[config.mk]
export PLATFORM = sky130hd
export DESIGN_NAME = mem_access_ctrl
export DESIGN_NICKNAME = d
export VERILOG_FILES = /design/src/rtl/mem_ctrl_pkg.sv /design/src/rtl/lane_align.sv /design/src/rtl/mem_access_ctrl.sv
export SDC_FILE = /design/constraint.sdc
export NUM_CORES = 1
export LEC_CHECK = 0
export ABC_CLOCK_PERIOD_IN_PS = 3500
export BUFFER_PORTS_ARGS = -buffer_cell sky130_fd_sc_hd__buf_4
export CAP_MARGIN = 20
export CELL_PAD_IN_SITES_DETAIL_PLACEMENT = 1
export CELL_PAD_IN_SITES_GLOBAL_PLACEMENT = 2
export CORE_ASPECT_RATIO = 1.4
export CORE_MARGIN = 4
export CORE_UTILIZATION = 28
export CTS_CLUSTER_DIAMETER = 80
export DETAILED_ROUTE_END_ITERATION = 8
export PLACE_DENSITY_LB_ADDON = 0.1
export SLEW_MARGIN = 10
export SYNTH_ARGS = -nofsm -noshare
export SYNTH_HDL_FRONTEND = slang
export SYNTH_SLANG_ARGS = --single-unit
[constraint.sdc]
create_clock -name clk -period 3.5 [get_ports clk]
set_input_delay 0.7 -clock clk [delete_from_list [all_inputs] [get_ports clk]]
set_output_delay 0.7 -clock clk [all_outputs]
set_load 0.05 [all_outputs]
[src/rtl/mem_ctrl_pkg.sv]
// Shared definitions for the MEM-stage access controller: width codes,
// FSM encoding, default wait limit and the alignment rule.
package mem_ctrl_pkg;

  localparam logic [2:0] BOP_WORD = 3'b001;
  localparam logic [2:0] BOP_BYTE = 3'b010;
  localparam logic [2:0] BOP_HALF = 3'b011;

  localparam int WAIT_MAX_DEF = 15;

  typedef enum logic [1:0] {
    S_IDLE  = 2'd0,
    S_ISSUE = 2'd1,
    S_RESP  = 2'd2
  } state_t;

  // Fields held for the lifetime of one memory access.
  typedef struct packed {
    logic       we;
    logic [2:0] byteop;
    logic       uns;
    logic [1:0] lo;
  } req_t;

  // Unknown width codes are treated as misaligned so they never reach memory.
  function automatic logic is_misaligned(input logic [2:0] op, input logic [1:0] lo);
    case (op)
      BOP_BYTE: is_misaligned = 1'b0;
      BOP_HALF: is_misaligned = lo[0];
      BOP_WORD: is_misaligned = (lo != 2'b00);
      default:  is_misaligned = 1'b1;
    endcase
  endfunction

endpackage

[src/rtl/lane_align.sv]
// Byte-lane steering: store byte enables and lane replication, load lane
// extraction with sign/zero extension, and the misalignment flag.
module lane_align
  import mem_ctrl_pkg::*;
(
  input  logic        we,
  input  logic [2:0]  byteop,
  input  logic        uns,
  input  logic [1:0]  lo,
  input  logic [31:0] wdata,
  input  logic [31:0] rdata,
  output logic        misaligned,
  output logic [3:0]  byteen,
  output logic [31:0] wlane,
  output logic [31:0] rext
);

  logic [7:0]  rb;
  logic [15:0] rh;

  // Lane decode; loads never drive byte enables or write data.
  always_comb begin
    byteen     = 4'b0000;
    wlane      = 32'h0;
    rext       = 32'h0;
    misaligned = is_misaligned(byteop, lo);
    case (lo)
      2'd0:    rb = rdata[7:0];
      2'd1:    rb = rdata[15:8];
      2'd2:    rb = rdata[23:16];
      default: rb = rdata[31:24];
    endcase
    rh = lo[1] ? rdata[31:16] : rdata[15:0];
    case (byteop)
      BOP_BYTE: begin
        byteen = 4'b0001 << lo;
        wlane  = {4{wdata[7:0]}};
        rext   = uns ? {24'h0, rb} : {{24{rb[7]}}, rb};
      end
      BOP_HALF: begin
        byteen = lo[1] ? 4'b1100 : 4'b0011;
        wlane  = {2{wdata[15:0]}};
        rext   = uns ? {16'h0, rh} : {{16{rh[15]}}, rh};
      end
      BOP_WORD: begin
        byteen = 4'b1111;
        wlane  = wdata;
        rext   = rdata;
      end
      default: ;
    endcase
    if (!we) begin
      byteen = 4'b0000;
      wlane  = 32'h0;
    end
  end

endmodule

[src/rtl/mem_access_ctrl.sv]
// MEM-stage access controller: accepts one load/store at a time, issues it
// to memory with registered bus outputs, and returns a one-cycle response.
module mem_access_ctrl
  import mem_ctrl_pkg::*;
#(
  parameter int WAIT_MAX = WAIT_MAX_DEF
) (
  input  logic        clk,
  input  logic        reset,
  input  logic        req_valid,
  output logic        req_ready,
  input  logic        req_we,
  input  logic [2:0]  ByteOp,
  input  logic        req_unsigned,
  input  logic [31:0] req_addr,
  input  logic [31:0] req_wdata,
  output logic        mem_req,
  output logic        mem_we,
  output logic [31:0] mem_addr,
  output logic [3:0]  mem_byteen,
  output logic [31:0] mem_wdata,
  input  logic        mem_ready,
  input  logic [31:0] mem_rdata,
  output logic        resp_valid,
  output logic [31:0] resp_rdata,
  output logic        exc_adel,
  output logic        exc_ades,
  output logic        exc_bus
);

  state_t      state, nstate;
  req_t        rq;
  logic [3:0]  wait_cnt;
  logic [3:0]  byteen_q;
  logic [31:0] addr_q, wdata_q, rdata_q;
  logic        adel_q, ades_q, bus_q;
  logic        timeout;

  logic        la_we, la_uns, la_mis;
  logic [2:0]  la_op;
  logic [1:0]  la_lo;
  logic [3:0]  la_byteen;
  logic [31:0] la_wlane, la_rext;

  // In IDLE the aligner looks at the incoming request; afterwards at the
  // latched one so load data is extracted with the original lane info.
  assign la_we  = (state == S_IDLE) ? req_we          : rq.we;
  assign la_op  = (state == S_IDLE) ? ByteOp          : rq.byteop;
  assign la_uns = (state == S_IDLE) ? req_unsigned    : rq.uns;
  assign la_lo  = (state == S_IDLE) ? req_addr[1:0]   : rq.lo;

  lane_align u_align (
    .we         (la_we),
    .byteop     (la_op),
    .uns        (la_uns),
    .lo         (la_lo),
    .wdata      (req_wdata),
    .rdata      (mem_rdata),
    .misaligned (la_mis),
    .byteen     (la_byteen),
    .wlane      (la_wlane),
    .rext       (la_rext)
  );

  assign timeout = (state == S_ISSUE) && !mem_ready && (wait_cnt == 4'(WAIT_MAX - 1));

  // State register.
  always_ff @(posedge clk or posedge reset) begin
    if (reset) state <= S_IDLE;
    else       state <= nstate;
  end

  // Next-state decode.
  always_comb begin
    nstate = state;
    case (state)
      S_IDLE:  if (req_valid) nstate = la_mis ? S_RESP : S_ISSUE;
      S_ISSUE: if (mem_ready || timeout) nstate = S_RESP;
      S_RESP:  nstate = S_IDLE;
      default: nstate = S_IDLE;
    endcase
  end

  // Request latch, wait counter and response/exception registers. Response
  // registers are loaded on entry to RESP and cleared on leaving it, so they
  // read as zero whenever resp_valid is low.
  always_ff @(posedge clk or posedge reset) begin
    if (reset) begin
      rq       <= '0;
      wait_cnt <= 4'h0;
      byteen_q <= 4'h0;
      addr_q   <= 32'h0;
      wdata_q  <= 32'h0;
      rdata_q  <= 32'h0;
      adel_q   <= 1'b0;
      ades_q   <= 1'b0;
      bus_q    <= 1'b0;
    end else begin
      case (state)
        S_IDLE: if (req_valid) begin
          if (la_mis) begin
            adel_q  <= !req_we;
            ades_q  <= req_we;
            rdata_q <= 32'h0;
          end else begin
            rq       <= '{we: req_we, byteop: ByteOp, uns: req_unsigned, lo: req_addr[1:0]};
            addr_q   <= {req_addr[31:2], 2'b00};
            byteen_q <= la_byteen;
            wdata_q  <= la_wlane;
            wait_cnt <= 4'h0;
          end
        end
        S_ISSUE: begin
          if (mem_ready) begin
            rdata_q <= rq.we ? 32'h0 : la_rext;
          end else if (timeout) begin
            bus_q   <= 1'b1;
            rdata_q <= 32'h0;
          end else begin
            wait_cnt <= wait_cnt + 4'h1;
          end
        end
        S_RESP: begin
          adel_q  <= 1'b0;
          ades_q  <= 1'b0;
          bus_q   <= 1'b0;
          rdata_q <= 32'h0;
        end
        default: ;
      endcase
    end
  end

  assign req_ready  = (state == S_IDLE);
  assign mem_req    = (state == S_ISSUE);
  assign mem_we     = (state == S_ISSUE) && rq.we;
  assign mem_addr   = addr_q;
  assign mem_byteen = byteen_q;
  assign mem_wdata  = wdata_q;
  assign resp_valid = (state == S_RESP);
  assign resp_rdata = rdata_q;
  assign exc_adel   = adel_q;
  assign exc_ades   = ades_q;
  assign exc_bus    = bus_q;

endmodule
==> Yosys cells after proc, flatten, opt, wreduce, memory -nomap -nowiden <==
Index checks and enable logic that the tools add are counted.
{ "word_totals": {"reg_bits": 114, "input_bits": 105, "output_inout_bits": 107, "wordCells": 90} }
{ "classes": {"n_addsub": 1, "n_eq_ne": 16, "n_shift": 1, "mux": 39, "bitwise": 1, "n_reduce_logical": 19} }
{ "op_table": {"columns": ["cell", "count"], "rows": [
  ["32-bit case mux with 3 select lines", 3],
  ["32-bit 2-to-1 mux", 8],
  ["4-bit 2-to-1 mux", 6],
  ["8-bit case mux with 3 select lines", 1],
  ["16-bit 2-to-1 mux", 1],
  ["4-bit case mux with 3 select lines", 1],
  ["3-bit AND reduction", 3],
  ["1-bit 2-to-1 mux", 8],
  ["2-bit 2-to-1 mux", 4],
  ["2-bit inequality test, second input constant", 4],
  ["4-bit case mux with 2 select lines", 1],
  ["2-bit nonzero test", 4],
  ["3-bit by 2-bit equality test with 1-bit output, second input constant", 2],
  ["2-bit by 1-bit inequality test with 1-bit output, second input constant", 3],
  ["1-bit case mux with 2 select lines", 3],
  ["5-bit AND reduction", 1],
  ["4-bit by 1-bit adder with 4-bit output, second input constant", 1],
  ["2-bit by 1-bit equality test with 1-bit output, second input constant", 2],
  ["2-bit equality test, second input constant", 2],
  ["4-bit equality test, second input constant", 1],
  ["2-bit zero test", 2],
  ["2-bit case mux with 2 select lines", 1],
  ["4-bit AND reduction", 1],
  ["1-bit by 2-bit left shift with 4-bit output, first input constant", 1],
  ["10 further kinds", 13]
]} }

==> Logic depth before layout (Yosys ltp) <==
Gate-level depths: netlist of run 1.
{ "logic_depth": {"ltp_word": 9, "mapped_depth": 10, "depth_no_buf": 7} }

==> By module <==
From an unflattened synthesis of run 1, not the netlist that was laid out.
{ "hier_totals": {"cells_unflattened": 640, "area_unflattened_um2": 5910.7} }
{ "modules_own_cells": {"columns": ["mod", "n_inst", "cells_per_inst", "area_per_inst_um2", "seq_area_each_um2"], "rows": [
  ["mem_access_ctrl", 1, 445, 4491.8, 2852.7],
  ["lane_align", 1, 195, 1418.9, 0.0]
]} }

==> Least setup slack after synthesis of run 1 <==
No wires, ideal clock.
{ "synth_path": {"path_kind": "input port to flip-flop", "start": "input ByteOp[2]", "end": "register addr_q[10], in the netlist mem_addr[10]", "setup_ns": 0.125, "arrival_time_ns": 2.639, "t_required_ns": 3.375, "setup_slack_ns": 0.736, "path_stages": 7, "path_buffers": 2, "path_cell_list": "or4b_4 o21a_1 or4_4 nand2b_1 buf_6 buf_6 mux2_2"} }
{ "synth_via": {"elab_chain_cells": 5, "elab_cells_between_ends": 7, "cone_classes": "eq/ne: 3; mux: 2; bitwise: 1; reduce/logical: 1"} }
{ "synth_rtl": {"columns": ["item", "line", "source"], "rows": [
  ["start, declared", "mem_access_ctrl.sv:13", "input logic [2:0] ByteOp,"],
  ["3-bit 2-to-1 mux (*)", "mem_access_ctrl.sv:48", "assign la_op = (state == S_IDLE) ? ByteOp : rq.byteop;"],
  ["3-bit by 1-bit equality test with 1-bit output or 3-bit by 2-bit equality test with 1-bit output (tied branches)", "mem_ctrl_pkg.sv:27", "case (op)"],
  ["1-bit case mux with 3 select lines (*)", "mem_ctrl_pkg.sv:27", null],
  ["1-bit inverter (no source line) (*)", null, null],
  ["3-bit AND reduction (no source line) (*)", null, null],
  ["end signal, assigned", "mem_access_ctrl.sv:107", "addr_q <= {req_addr[31:2], 2'b00};"],
  ["end, declared", "mem_access_ctrl.sv:35", "logic [31:0] addr_q, wdata_q, rdata_q;"]
]} }
Mark *: on every way between the ends. The rest lies on a longest branch, timed or not.
A chain may end at the register's enable or synchronous reset.

==> Worst setup path after layout of run 1 <==
{ "layout_path": {"start": "register state[0]", "end": "register addr_q[20], in the netlist mem_addr[20]"} }
{ "layout_via": {"elab_chain_cells": 6, "elab_cells_between_ends": 10, "cone_classes": "eq/ne: 3; mux: 3; bitwise: 1; reduce/logical: 3"} }
{ "layout_rtl": {"columns": ["item", "line", "source"], "rows": [
  ["start, declared", "mem_access_ctrl.sv:31", "state_t state, nstate;"],
  ["start signal, assigned", "mem_access_ctrl.sv:70", "else state <= nstate;"],
  ["2-bit zero test (*)", "mem_access_ctrl.sv:48, mem_access_ctrl.sv:50, mem_access_ctrl.sv:99", null],
  ["3-bit 2-to-1 mux or 2-bit 2-to-1 mux (tied branches)", "mem_access_ctrl.sv:48, mem_access_ctrl.sv:50", null],
  ["3-bit by 1-bit equality test with 1-bit output (tied with other cells)", "mem_ctrl_pkg.sv:27", null],
  ["1-bit case mux with 3 select lines", "mem_ctrl_pkg.sv:27", null],
  ["1-bit inverter (no source line)", null, null],
  ["3-bit AND reduction (no source line) (*)", null, null]
]} }
Marked as above.

==> qor.txt, run 1 <==
Status -> complete, no violations
RSZ-0062 raised after global routing -> false
Endpoints failing setup -> 0
Hold buffer count at cts -> 0
Fin util -> 40.7%
Top Ports -> 212
Peak supply drop -> 385 uV
Largest net degree at the start of global routing -> 58
Grt ovf -> 0
Placement Setup Slack -> 487 ps
First-pass GRT wire length -> 33100 um
# fillers -> 2293
Area Overhead vs Synth -> 42.3%
Detailed Route Iter0 Violations -> 208
Antenna violations before repair -> 0
Actual slew at the worst max-slew pin -> 815 ps
Final Hold Viols -> 0
Adder-cell share of the synthesized area -> 0.425%
Count leader, synth -> dfrtp_1
Post-Synth Simple-Gate Area -> 7.13%
Startpoint types -> flop
Post-synthesis mux area share -> 10.3%
Vias per cell -> 5.26
# DRC -> 0
N_diodes -> 0
CTS tree -> yes
Post-Syn Area -> 5890 um2
Final Cycle Share -> 78.2%
Flop2flop setup slack -> 760 ps
Post-Synth XOR/XNOR Area -> 0%
Sink Count -> 114
Prevailing post-synth register cell -> dfrtp_1
Die area -> 23500 um2
Initial Utilization -> 28.6%
Compound-gate portion of the synthesized area -> 25.7%
Critical path data required time -> 3810 ps
CP max FO -> 57
Final Slew Violations -> 0
Core footprint -> 20600 um2
Post-synth top area cell -> dfrtp_1
Avg Cell Area, Syn -> 11.0 um2
Yosys cell types -> 63
Fmax -> 365 MHz
Final #Nets -> 855
EDFF count, synth -> 0
Asr flop ratio synth -> 100%
Non-Filler Cell Area, Final -> 8390 um2
Total CTS buffers -> 17
DR WL/cell -> 20.9 um
Kind of critical path -> flop to flop
Post-Route Setup TNS -> 0 ps
Clock Pin Slew Worst Setup and Hold Paths -> 60 ps
Tot GR Track Use -> 18.2%
Fin Clk Skew -> 9.55 ps
Worst skew pair latency -> 430 ps
Synth top area cells -> dfrtp_1 (48%), mux2_2 (8.8%), a22oi_1 (3.8%), inv_1 (3.2%), o21ai_0 (3.1%)
PD cells -> 1020 nW/um2
CTS resizes -> 0
Clock buffer depth -> 2
Hold Path Class -> input port to asynchronous set/reset pin
DP HPWL -> 15500 um
Critical Path Sink Type -> flop
Post-Place Cell Area -> 7790 um2
Cell count after synthesis -> 535
Largest family of logic cells by synthesized area -> compound AO/OA/AOI/OAI gates
Die width -> 131 um
Tmin final -> 2740 ps
Worst slew margin -> 45.5%
Crit path DAT -> 3040 ps
#FFs+latches synth -> 114
Fin Hold WS -> 231 ps
FP Rows -> 62
CTS root buffer -> clkbuf_16
Vias in the first global route -> 5817
Vias -> 5348
DIE HEIGHT -> 180 um
Synth top cells by count -> dfrtp_1 (114), inv_1 (50), mux2_2 (46)
Antenna-violating nets left -> 0
Max cap viols -> 0
I/O Buffers -> 209
Number of synthesis warnings -> 0
Post-synth top area share -> 48.4%
Total wire length -> 21300 um
CTS H-tree depth -> 4
Final worst setup slack -> 763 ps
DRT Pass-1 Iters -> 6
Leakage -> 3.86 nW
Sequential share of the synthesized area -> 48.4%
Layout cells sized above 1 -> 45.6%
Postcts setup bufs -> 0
Routability cong. -> 0.807
## state kept, by name, summed over array words and instances (netlist names)
| register | flops |
|---|---|
| exc_adel | 1 |
| exc_bus | 1 |
| mem_byteen | 4 |
| state | 2 |
| mem_wdata | 32 |
| rq | 7 |
| mem_addr | 30 |
| resp_rdata | 32 |
| wait_cnt | 4 |
| exc_ades | 1 |
## per-stage QoR
| stage | power [mW] | std cells |
|---|---|---|
| floorplan | 5.29 | 536 |
| CTS | 8.65 | 1016 |
| finish | 8.53 | 1017 |
| global route | 9.03 | 1017 |
| detailed placement | 6.90 | 984 |
| global placement | 6.82 | 984 |
## cell type report
cell class	instances	area, um2	share of cell area, %
clock inverters	15	153	1.82
well taps	256	320	3.82
repair buffers	238	1840	21.9
clock buffers	17	425	5.07
flip-flops and latches	114	2850	34.0
inverters	51	196	2.34
multi-input cells	326	2610	31.1
## critical path: stages, from the launching register on
cell and delay (ps):
dfrtp_1 370, buf_4 180, or4b_4 550, o21a_1 150, or4_4 560, nand2b_2 120, buf_12 270, mux2_2 380
## cells in the final DEF, fill, tap and decap left out, types with 9 or more instances in the layout
cell type	synthesis	routed
a21oi_1	15	15
a22oi_1	30	30
buf_4	4	234
clkbuf_16	0	17
dfrtp_1	114	114
inv_1	50	49
mux2_2	46	46
nand2_1	24	24
nand2b_1	12	11
o2111ai_2	10	10
o211ai_1	9	9
o21ai_0	37	36
o221ai_1	15	15
o31ai_1	21	21
## final timing paths
kind,start,endpoint,cells past startpoint
max in group asynchronous,reset,mem_addr[11],3
worst min-delay path,reset,resp_rdata[29],2
worst min register to register,mem_wdata[30],mem_wdata[30],1
worst max register to register,state[0],mem_addr[20],7
min in group clk,mem_ready,exc_bus,2
worst max-delay path,state[0],mem_addr[20],7
## per-layer routing
metal,part of all wire (%),wire [um],GRT usage (%),up-vias
li1,-,-,-,2444
met1,40,8560,22.1,2686
met2,51,10800,30.8,189
met3,7.1,1520,4.87,29
met4,1.9,399,6.05,0
met5,0,0,0,-
## kinds of logic (layout without fill, tap and decap cells)
kind of cell / Yosys count / after routing
buf+inv: 96 / 321
simple gates: 72 / 72
compound gates: 196 / 196
mux: 54 / 54
flops: 114 / 114
fa+ha+maj: 2 / 2
other cells: 1 / 2
## where the power goes
part	leakage [nW]	total (mW)	switching (mW)	internal (mW)
Clock	0.283	1.70	0.704	0.997
Sequential	1.49	2.06	0.285	1.78
Combinational	2.09	4.77	3.19	1.58
(Power assumes the default switching activity.)
==> inputs of run 2 (changes only) <==
Settings changed: ABC_CLOCK_PERIOD_IN_PS 3500 to 2400.
Clock period 3.5 ns to 2.4 ns, I/O delays scaled along.
==> run 2 against run 1 <==
- the run now ends with negative setup slack left
- clock skew is 2.9 ps lower
- total power up 65%
- clock-buffer cell count grew 3
- critical endpoint is now mem_addr[28]
- largest power group unchanged
==> qor.txt, run 2 (synthesized netlist as in run 1, its figures left out) <==
Total wire length -> 23000 um
Failing checks -> negative setup slack
Cell Chain, Critical Path -> or4b_4, o21a_4, or4_4, nand2b_4, buf_12, mux2_2
PD cells -> 1540 nW/um2
Critical-path top delay cell -> or4b_4
Vias per cell -> 5.22
CP max FO -> 25
Antenna-violating nets left -> 0
Post-Route Setup TNS -> -87.6 ps
Core footprint -> 20600 um2
Area Overhead vs Synth -> 54.9%
Fin util -> 44.2%
Tot GR Track Use -> 19.1%
Max cap viols -> 0
Fin Clk Skew -> 6.65 ps
Critical Path Sink Type -> flop
DR WL/cell -> 21.9 um
Startpoint types -> flop
Crit path largest cell delay -> 560 ps
Commonest non-fill, non-tap cell in the layout -> buf_4
CTS H-tree depth -> 4
Routability cong. -> 0.793
Total power after layout -> 14.1 mW
Tmin final -> 2420 ps
Die width -> 131 um
Layout cells sized above 1 -> 50.4%
Kind of critical path -> flop to flop
Endpoints failing setup -> 9
First-pass GRT wire length -> 34900 um
Grt ovf -> 0
DP HPWL -> 16500 um
CTS root buffer -> clkbuf_16
N_diodes -> 0
Final Cycle Share -> 101%
R2R depth -> 6
Worst skew pair latency -> 420 ps
Most frequent cells in the layout -> buf_4 (260), dfrtp_1 (113), inv_1 (49)
Sink Count -> 114
Antenna violations before repair -> 0
I/O Buffers -> 209
Clock buffer depth -> 2
Top Ports -> 212
FP Rows -> 62
Hold buffer count at cts -> 0
Total CTS buffers -> 17
Final Hold Viols -> 0
Initial Utilization -> 28.6%
Worst slew margin -> 55.3%
Crit path DAT -> 2720 ps
CTS tree -> yes
Detailed Route Iter0 Violations -> 281
Fmax -> 414 MHz
Largest net degree at the start of global routing -> 115
DIE HEIGHT -> 180 um
Vias in the first global route -> 6109
Final Slew Violations -> 0
DRT Pass-1 Iters -> 4
Hold Path Class -> input port to asynchronous set/reset pin
Placement Setup Slack -> -171 ps
Peak supply drop -> 686 uV
Vias -> 5506
RSZ-0062 raised after global routing -> true
Critical path data required time -> 2700 ps
Final worst setup slack -> -16.6 ps
Post-Place Cell Area -> 8230 um2
Clock Pin Slew Worst Setup and Hold Paths -> 60 ps
Final #Nets -> 894
Status -> complete, but fails checks
Die area -> 23500 um2
Non-Filler Cell Area, Final -> 9130 um2
Leakage -> 4.31 nW
# DRC -> 0
Actual slew at the worst max-slew pin -> 670 ps
==> run 2: cell count changes in the layout (fill, tap and decap cells not counted), moves of 5 or more <==
cell	previous run	this run
buf_4	234	260
mux2_4	0	26
mux2_2	46	24
buf_12	4	11
o2111ai_1	6	0
clkinv_4	6	1
o2111ai_2	10	15
==> run 2: stage by stage <==
stage / hold slack [ps] / std cells
floorplan: 458 / 536
global placement: 479 / 1020
finish: 241 / 1054
global route: 253 / 1054
CTS: 253 / 1050
detailed placement: 480 / 1020
==> run 2: repair_timing <==
action | in CTS | in global routing
gates cloned | 0 | 3
resized for setup | 5 | 30
setup endpoints to repair | 61 | 90
buffers inserted | 0 | 1
pin swaps | 1 | 2
hold endpoints to repair | 0 | 0
==> run 2: worst paths after layout <==
path                             start           end  slack (ps)
setup / recovery              state[0]  mem_addr[28]         -20
hold / removal                   reset   mem_addr[2]         240
setup reg to reg              state[0]  mem_addr[28]         -20
hold reg to reg            mem_addr[6]   mem_addr[6]         500
max in group asynchronous        reset  mem_addr[15]        1630
min in group clk             mem_ready       exc_bus         270
==> run 2: layout make-up <==
cell class / instances / area, um2
clock buffer: 20 / 467
tap: 256 / 320
timing repair buffer: 277 / 2270
inverter: 51 / 198
clock inverter: 10 / 181
sequential: 114 / 2850
fill: 2262 / 11500
multi-input combinational: 326 / 2840
==> run 2: per-layer routing <==
metal	vias to the layer above	global-route usage (%)	wire length (um)	part of all wire [%]
met5	-	0	0	0
met4	0	5.39	375	1.6
met3	26	4.63	1150	5.0
met2	156	33.5	12200	53
met1	2810	22.9	9280	40
li1	2514	-	-	-
==> run 2: power breakdown <==
part | switching (mW) | total [mW] | internal (mW)
combinational | 5.01 | 8.17 | 3.17
sequential | 0.466 | 3.06 | 2.60
clock | 0.920 | 2.83 | 1.91
==> run 2: critical path, delay by kind of cell (launching register included) <==
| family | cells | cell delay [ps] |
|---|---|---|
| AO/OA/AOI/OAI | 1 | 160 |
| buffers and inverters | 1 | 200 |
| flip-flops | 1 | 420 |
| multiplexers | 1 | 360 |
| AND/OR/NAND/NOR | 3 | 1140 |
==> inputs of run 3 (changes only) <==
Settings changed: SKIP_CTS_REPAIR_TIMING from default to 1.
==> run 3 against run 2 <==
- the flow still finishes with violations (negative setup slack)
- clock-buffer cell count did not move
- routed wire length fell by 1.6%
- worst setup slack got worse by 14 ps
- critical endpoint is now mem_addr[8]
- highest routed layer unchanged
==> qor.txt, run 3 (synthesized netlist as in run 1, its figures left out) <==
Buf/Inv on CP -> 2
CTS H-tree depth -> 4
Total power after layout -> 13.8 mW
RSZ-0062 raised after global routing -> true
Core footprint -> 20600 um2
Final #Nets -> 896
Final Cycle Share -> 101%
Placed Cells -> 1020
Area Overhead vs Synth -> 53.7%
N_diodes -> 0
Final worst setup slack -> -30.6 ps
PD cells -> 1520 nW/um2
Fin cells -> 1056
Tmin final -> 2430 ps
FP Rows -> 62
Vias in the first global route -> 6102
Vias per cell -> 5.19
Tot GR Track Use -> 19.0%
DRT Pass-1 Iters -> 4
Kind of critical path -> flop to flop
Peak supply drop -> 655 uV
Endpoints failing setup -> 16
Grt ovf -> 0
Max cap viols -> 0
DR WL/cell -> 21.5 um
CTS tree -> yes
Crit path DAT -> 2730 ps
Detailed Route Iter0 Violations -> 261
Die width -> 131 um
Hold Path Class -> input port to asynchronous set/reset pin
Most frequent cells in the layout -> buf_4 (264), dfrtp_1 (114), inv_1 (49)
Critical path data required time -> 2700 ps
Leakage -> 4.27 nW
Largest net degree at the start of global routing -> 115
# fillers -> 2268
Startpoint types -> flop
DIE HEIGHT -> 180 um
Worst slew margin -> 55.8%
CTS root buffer -> clkbuf_16
Status -> complete, but fails checks
Final Hold Viols -> 0
Top Ports -> 212
Worst skew pair latency -> 420 ps
Initial Utilization -> 28.6%
Final Slew Violations -> 0
Antenna-violating nets left -> 0
Total wire length -> 22700 um
Total CTS buffers -> 17
CP max FO -> 7
Sink Count -> 114
Layout cells sized above 1 -> 49.6%
Failing checks -> negative setup slack
DP HPWL -> 16500 um
Crit-path leading delay family -> simple AND/OR/NAND/NOR gates
Antenna violations before repair -> 0
Fin Clk Skew -> 6.21 ps
Cell Chain, Critical Path -> or4b_4, o21a_4, or4_4, nand2b_4, buf_12, clkbuf_16, mux2_4
Vias -> 5478
Commonest non-fill, non-tap cell in the layout -> buf_4
I/O Buffers -> 209
Routability cong. -> 0.793
Die area -> 23500 um2
Crit path largest cell delay -> 570 ps
Critical Path Sink Type -> flop
# DRC -> 0
Clock buffer depth -> 2
Clock Pin Slew Worst Setup and Hold Paths -> 60 ps
First-pass GRT wire length -> 34800 um
Fmax -> 411 MHz
Actual slew at the worst max-slew pin -> 663 ps
Critical-path top delay cell -> or4b_4
run 3: changes by cell type in the layout (fill, tap and decap cells not counted), moves of 4 or more:
cell / delta
o2111ai_2: -5
o2111ai_1: +6
mux2_4: -5
buf_4: +4
mux2_2: +4
run 3: worst min-delay path, delay by kind of cell:
family	cells	cell delay, ps
buffers and inverters	3	650
run 3: report_power, final:
group	internal, mW	switching (mW)
Sequential	2.60	0.463
Combinational	3.02	4.89
Clock	1.91	0.919
run 3: layer usage:
metal  routed length, um  track usage [%]  vias to the layer above
li1                    -                -                     2520
met1                9180             22.8                     2766
met2               11900             33.2                      163
met3                1170             4.63                       29
met4                 459             5.60                        0
met5                   0                0                        -
run 3: metrics by stage:
step,setup slack [ps],util (%),hold WS [ps],area [um2],setup TNS [ps]
global placement,-143,39.9,479,8230,-9490
global route,-87.0,43.9,265,9060,-2300
CTS,-79.3,43.0,253,8880,-1730
detailed placement,-171,39.9,480,8230,-11120
floorplan,1.74,-,458,6000,0
finish,-30.6,43.9,240,9060,-342
run 3: layout make-up:
class                   count  area [um2]  area share (%)
repair buffers            279        2270            25.1
clock buffers              20         467            5.15
multi-input cells         326        2770            30.5
well taps                 256         320            3.54
flip-flops and latches    114        2850            31.5
clock inverters            10         181            2.00
inverters                  51         198            2.18
run 3: path summary, 6_finish.rpt:
path                             startpoint      endpoint  slack (ps)  depth (start not counted)
worst max register to register     state[0]   mem_addr[8]         -30                          7
worst min-delay path                  reset   mem_addr[2]         240                          3
worst max-delay path               state[0]   mem_addr[8]         -30                          7
worst min register to register  mem_addr[6]   mem_addr[6]         500                          1
max in group asynchronous             reset  mem_addr[15]        1640                          3
min in group clk                  mem_ready       exc_bus         270                          2
